===== src/rtl/muldiv_pkg.sv =====
// Shared types and opcodes for the iterative multiply/divide engine and the HI/LO stage.
package muldiv_pkg;

  typedef enum logic [1:0] {
    IDLE = 2'd0,
    RUN  = 2'd1,
    DONE = 2'd2
  } muldiv_state_t;

  localparam logic [3:0] F_MFHI = 4'b0000;
  localparam logic [3:0] F_MTHI = 4'b0001;
  localparam logic [3:0] F_MFLO = 4'b0010;
  localparam logic [3:0] F_MTLO = 4'b0011;
  localparam logic [3:0] F_MULT = 4'b1000;
  localparam logic [3:0] F_DIV  = 4'b1010;

endpackage


===== src/rtl/muldiv_iter_step.sv =====
// One combinational iteration: shift-add multiply step or restoring-divide step.
module muldiv_iter_step #(
  parameter int N = 3
) (
  input  logic         i_div,
  input  logic [N-1:0] i_a,
  input  logic [N-1:0] i_b,
  input  logic [N:0]   i_acc_hi,
  input  logic [N-1:0] i_acc_lo,
  output logic [N:0]   o_acc_hi,
  output logic [N-1:0] o_acc_lo
);

  logic [N:0]   w_sum;
  logic [N:0]   w_rem_s;
  logic [N-1:0] w_quot_s;
  logic [N+1:0] w_diff;

  always_comb begin
    w_sum    = i_acc_lo[0] ? (i_acc_hi + {1'b0, i_a}) : i_acc_hi;
    w_rem_s  = {i_acc_hi[N-1:0], i_acc_lo[N-1]};
    w_quot_s = i_acc_lo << 1;
    // extra top bit of the difference acts as the borrow / sign
    w_diff   = {1'b0, w_rem_s} - {2'b00, i_b};
    o_acc_hi = {1'b0, w_sum[N:1]};
    o_acc_lo = {w_sum[0], i_acc_lo[N-1:1]};
    if (i_div) begin
      if (!w_diff[N+1]) begin
        o_acc_hi = w_diff[N:0];
        o_acc_lo = w_quot_s | N'(1);
      end else begin
        o_acc_hi = w_rem_s;
        o_acc_lo = w_quot_s;
      end
    end
  end

endmodule


===== src/rtl/muldiv_iter.sv =====
// Iterative MULT/DIV engine, one bit per cycle, start/done handshake feeding the HI/LO stage.
// Optional macro MULDIV_ITER_EARLY_EXIT_EN: MULT with a zero operand retires after one RUN cycle.
module muldiv_iter
  import muldiv_pkg::*;
#(
  parameter int N = 3
) (
  input  logic         i_clk,
  input  logic         i_rst,
  input  logic         i_start,
  input  logic [3:0]   i_f,
  input  logic [N-1:0] i_a,
  input  logic [N-1:0] i_b,
  output logic         o_busy,
  output logic         o_done,
  output logic [N-1:0] o_hi_res,
  output logic [N-1:0] o_lo_res,
  output logic         o_dbz
);

  localparam int CW = $clog2(N + 1);
  localparam logic [CW-1:0] LAST_STEP = CW'(N - 1);

  muldiv_state_t r_state;
  logic          r_div;
  logic [N-1:0]  r_a;
  logic [N-1:0]  r_b;
  logic [N:0]    r_acc_hi;
  logic [N-1:0]  r_acc_lo;
  logic [CW-1:0] r_cnt;

  logic          w_accept;
  logic          w_skip_zero;
  logic [N:0]    w_acc_hi_nxt;
  logic [N-1:0]  w_acc_lo_nxt;

  assign w_accept = i_start && (r_state != RUN) && ((i_f == F_MULT) || (i_f == F_DIV));

`ifdef MULDIV_ITER_EARLY_EXIT_EN
  assign w_skip_zero = !r_div && ((r_a == '0) || (r_b == '0));
`else
  assign w_skip_zero = 1'b0;
`endif

  muldiv_iter_step #(.N(N)) u_step (
    .i_div    (r_div),
    .i_a      (r_a),
    .i_b      (r_b),
    .i_acc_hi (r_acc_hi),
    .i_acc_lo (r_acc_lo),
    .o_acc_hi (w_acc_hi_nxt),
    .o_acc_lo (w_acc_lo_nxt)
  );

  always_ff @(posedge i_clk or posedge i_rst) begin
    if (i_rst) begin
      r_state  <= IDLE;
      r_div    <= 1'b0;
      r_a      <= '0;
      r_b      <= '0;
      r_acc_hi <= '0;
      r_acc_lo <= '0;
      r_cnt    <= '0;
      o_busy   <= 1'b0;
      o_done   <= 1'b0;
      o_hi_res <= '0;
      o_lo_res <= '0;
      o_dbz    <= 1'b0;
    end else begin
      case (r_state)
        IDLE, DONE: begin
          o_done <= 1'b0;
          if (w_accept) begin
            r_div    <= (i_f == F_DIV);
            r_a      <= i_a;
            r_b      <= i_b;
            r_acc_hi <= '0;
            // multiply shifts the multiplier out of acc_lo; divide shifts the dividend
            r_acc_lo <= (i_f == F_DIV) ? i_a : i_b;
            r_cnt    <= '0;
            o_dbz    <= 1'b0;
            o_busy   <= 1'b1;
            r_state  <= RUN;
          end else begin
            r_state  <= IDLE;
          end
        end
        RUN: begin
          if (r_div && (r_b == '0)) begin
            o_dbz   <= 1'b1;
            o_done  <= 1'b1;
            o_busy  <= 1'b0;
            r_state <= DONE;
          end else if (w_skip_zero) begin
            o_hi_res <= '0;
            o_lo_res <= '0;
            o_done   <= 1'b1;
            o_busy   <= 1'b0;
            r_state  <= DONE;
          end else begin
            r_acc_hi <= w_acc_hi_nxt;
            r_acc_lo <= w_acc_lo_nxt;
            r_cnt    <= r_cnt + 1'b1;
            if (r_cnt == LAST_STEP) begin
              o_hi_res <= w_acc_hi_nxt[N-1:0];
              o_lo_res <= w_acc_lo_nxt;
              o_done   <= 1'b1;
              o_busy   <= 1'b0;
              r_state  <= DONE;
            end
          end
        end
        default: begin
          o_done  <= 1'b0;
          o_busy  <= 1'b0;
          r_state <= IDLE;
        end
      endcase
    end
  end

endmodule

===== config.mk =====
export PLATFORM = sky130hd
export DESIGN_NAME = muldiv_iter
export DESIGN_NICKNAME = d
export VERILOG_FILES = /design/src/rtl/muldiv_pkg.sv /design/src/rtl/muldiv_iter_step.sv /design/src/rtl/muldiv_iter.sv
export SDC_FILE = /design/constraint.sdc
export NUM_CORES = 1
export LEC_CHECK = 0
export CORE_AREA = 2 2 60 62
export CTS_CLUSTER_SIZE = 14
export DETAILED_ROUTE_END_ITERATION = 10
export DIE_AREA = 0 0 62 64
export MAX_ROUTING_LAYER = met4
export PLACE_DENSITY = 0.77
export SYNTH_ARGS = -nofsm -noshare
export SYNTH_HDL_FRONTEND = slang
export SYNTH_SLANG_ARGS = --single-unit

===== constraint.sdc =====
create_clock -name i_clk -period 1.9 [get_ports i_clk]
set_clock_uncertainty 0.05 [all_clocks]
set_input_delay 0.285 -clock i_clk [delete_from_list [all_inputs] [get_ports i_clk]]
set_output_delay 0.285 -clock i_clk [all_outputs]
set_load 0.03 [all_outputs]

==> flow_summary.yaml <==
synth:
  synth_area_mm2: 0.00155
  synth.top_cell.area_share: 0.420
  yosys_warnings: 0
  synth.distinct_cells: 43
  synth_flop_cell: "dfrtp_1"
  yosysSeqAreaShare: 0.420
  synth_edf_count: 0
  synth_cells: 131
  yosys.area.top_type: "dfrtp_1"
  async_reset_ff_frac: 1.00
  yosys-top-cells-area: "dfrtp_1, mux2_2, ha_1, mux2i_1, nor4b_4"
  syn-mean-instance-area_um2: 11.8
  synth_seq_cells: 26
  synth_nets: 153
power:
  swShare: 0.409
  combPwrFrac: 0.598
  switching_power_mw: 1.40
  vdd_drop_max_uv: 892
  p_clk_frac: 0.112
  seq_power_share: 0.290
  p_per_area_mw_per_mm2: 1700
  p_leak_nw: 0.894
  intPower_mw: 2.03
floorplan:
  die_area_mm2: 0.00397
  die_w_um: 62
  io_pins: 22
  initial_core_util: 0.472
  fp.dieH_um: 64
  coreArea_mm2: 0.00328
  rows: 21
global_route:
  grt_max_degree: 27
  track_usage: 0.201
  grt_pass1_wl_um: 5810
  first_global_vias: 1196
  antenna_found_initial: 0
  overflow: 0
sta:
  period_share: 1.10
  finalHoldViolCount: 0
  drv_slew: 0
  layout_min_cycle_time_ns: 2.09
  worstMarginPinSlew_ns: 0.483
  setup_viol: 8
  fmax_ghz: 0.477
  rsz0062_at_grt: "yes"
  setup_ws_ns: -0.195
  relSlewSlack: 0.676
placement:
  place_inst: 209
  gp_congestion: 0.843
  dp_worst_setup_slack_ns: -0.194
  numPortBuffers: 21
  post-dp-hpwl_um: 2670
setup_path:
  r2r_start: "r_acc_lo[2]"
  cp_max_fo: 3
  r2r_cells: 9
  required_ns: 2.09
  rrSetupSlack_ns: -0.19
  critPathLaunchType: "register"
  worstSetupPathType: "register to register"
  arrival_ns: 2.28
  cp-end-kind: "register"
  rr_endpoint: "r_acc_lo[0]"
job:
  max_cap_viol_count: 0
outcome:
  status: "finished, violations left"
  violations: "setup timing"
drt:
  ant_nets: 0
  drt_iter0_drc: 23
  drt_wl_total_um: 3560
  avgViaCountPerCell: 5.36
  wire_per_inst_um: 16.4
  vias: 1163
  first_pass_iters: 4
  drc: 0
cts:
  numClockSinks: 26
  cts_max_level: 1
  clk_latency_ns: 0.33
  clk_path_buf_depth: 2
  cts_made_buffers: 3
  root_buffer: "clkbuf_4"
  clkTransAtPathRegs_ns: 0.15
  cts_tree: "yes"
final_layout:
  area.growth.synth_to_final_pct: 30.5
  n_antenna_cell: 0
  layout_common_cells: "dfrtp_1, clkdlybuf4s50_1, buf_4"
  drive_gt1_frac: 0.339
  mostFrequentLayoutCell: "dfrtp_1"
  final_nets: 194
  finalNonFillerCells: 217
hold_path:
  hold_class: "input port to asynchronous set/reset pin"
[per-layer routing]
metal  track usage  wire length (um)  up-vias
met5             -                 0        -
met4        0.0612                51        0
met3        0.0304               138        7
met2         0.310              1840       33
met1         0.271              1530      561
li1              -                 -      562
[kinds of logic (layout without fill, tap and decap cells)]
| group | after synthesis | in the layout | share of synthesized area |
|---|---|---|---|
| compound gates | 33 | 33 | 0.156 |
| simple gates | 32 | 32 | 0.157 |
| flops | 26 | 26 | 0.420 |
| mux | 19 | 19 | 0.140 |
| buf+inv | 10 | 50 | 0.0339 |
| fa+ha+maj | 9 | 9 | 0.0823 |
| xor+xnor | 2 | 2 | 0.0113 |
[area by class of cell]
class | instances | area [um2]
inverter | 7 | 26.3
tap | 46 | 57.6
fill | 271 | 1260
clock inverter | 1 | 30.0
timing repair buffer | 39 | 345
sequential | 26 | 652
multi-input combinational | 95 | 890
clock buffer | 3 | 22.5
[cells in the mapped netlist, drive strengths merged, types with 2 or more instances]
cell / number
dfrtp: 26
mux2: 13
nor2: 10
o21ai: 9
nand2: 8
a21oi: 7
ha: 7
inv: 7
mux2i: 6
a211oi: 3
buf: 3
a21o: 2
a22o: 2
fa: 2
nand3: 2
nor4b: 2
o22ai: 2
o31ai: 2
or4b: 2
[state kept, by name (all words and copies together), names as in the netlist, 2 cells and up]
name,cells
r_a,3
r_acc_hi,4
r_cnt,2
r_b,3
o_lo_res,3
r_state,2
o_hi_res,3
r_acc_lo,3
[what timing repair did]
| action | in CTS | in global routing |
|---|---|---|
| setup endpoints to repair | 7 | 9 |
| buffers inserted | 1 | 3 |
| resized for setup | 4 | 8 |
| hold buffers | 0 | 0 |
| pin swaps | 4 | 6 |
[worst max path at each step]
stage	start	endpoint	slack, ns	cells past startpoint
finish	r_acc_lo[2]	r_acc_lo[0]	-0.19	9
floorplan	r_b[0]	o_hi_res[1]	-0.09	7
detailed placement	r_acc_lo[2]	o_hi_res[1]	-0.19	8
CTS	r_acc_lo[2]	o_hi_res[1]	-0.15	8
global route	r_acc_lo[2]	o_hi_res[1]	-0.27	8
global placement	r_acc_lo[2]	o_hi_res[1]	-0.1	8
[critical path, stage by stage (launching register included)]
cell	delay, ns
dfrtp_1	0.42
inv_2	0.09
ha_4	0.12
inv_2	0.04
fa_2	0.36
a211oi_4	0.27
buf_4	0.16
nor2_2	0.04
a21o_1	0.16
a221o_1	0.28
[power groups by stage]
stage,Combinational [mW],Clock (mW),Sequential (mW)
3_5_place_dp,1.87,0,0.996
6_report,2.05,0.385,0.994
3_3_place_gp,1.81,0,0.983
2_1_floorplan,1.06,0,1.14
5_1_grt,2.24,0.407,1.03
4_1_cts,1.92,0.393,0.985
[through the flow]
stage          setup TNS, ns   util  power [mW]  hold slack (ns)  area [um2]
2_1_floorplan         -0.231      -        2.20            0.275        1560
3_3_place_gp          -0.454  0.581        2.79            0.414        1910
3_5_place_dp           -1.16  0.581        2.87            0.419        1910
4_1_cts               -0.659  0.599        3.30            0.247        1970
5_1_grt                -1.71  0.616        3.67            0.267        2020
6_report              -0.962  0.616        3.43            0.233        2020
(Power assumes the default switching activity.)
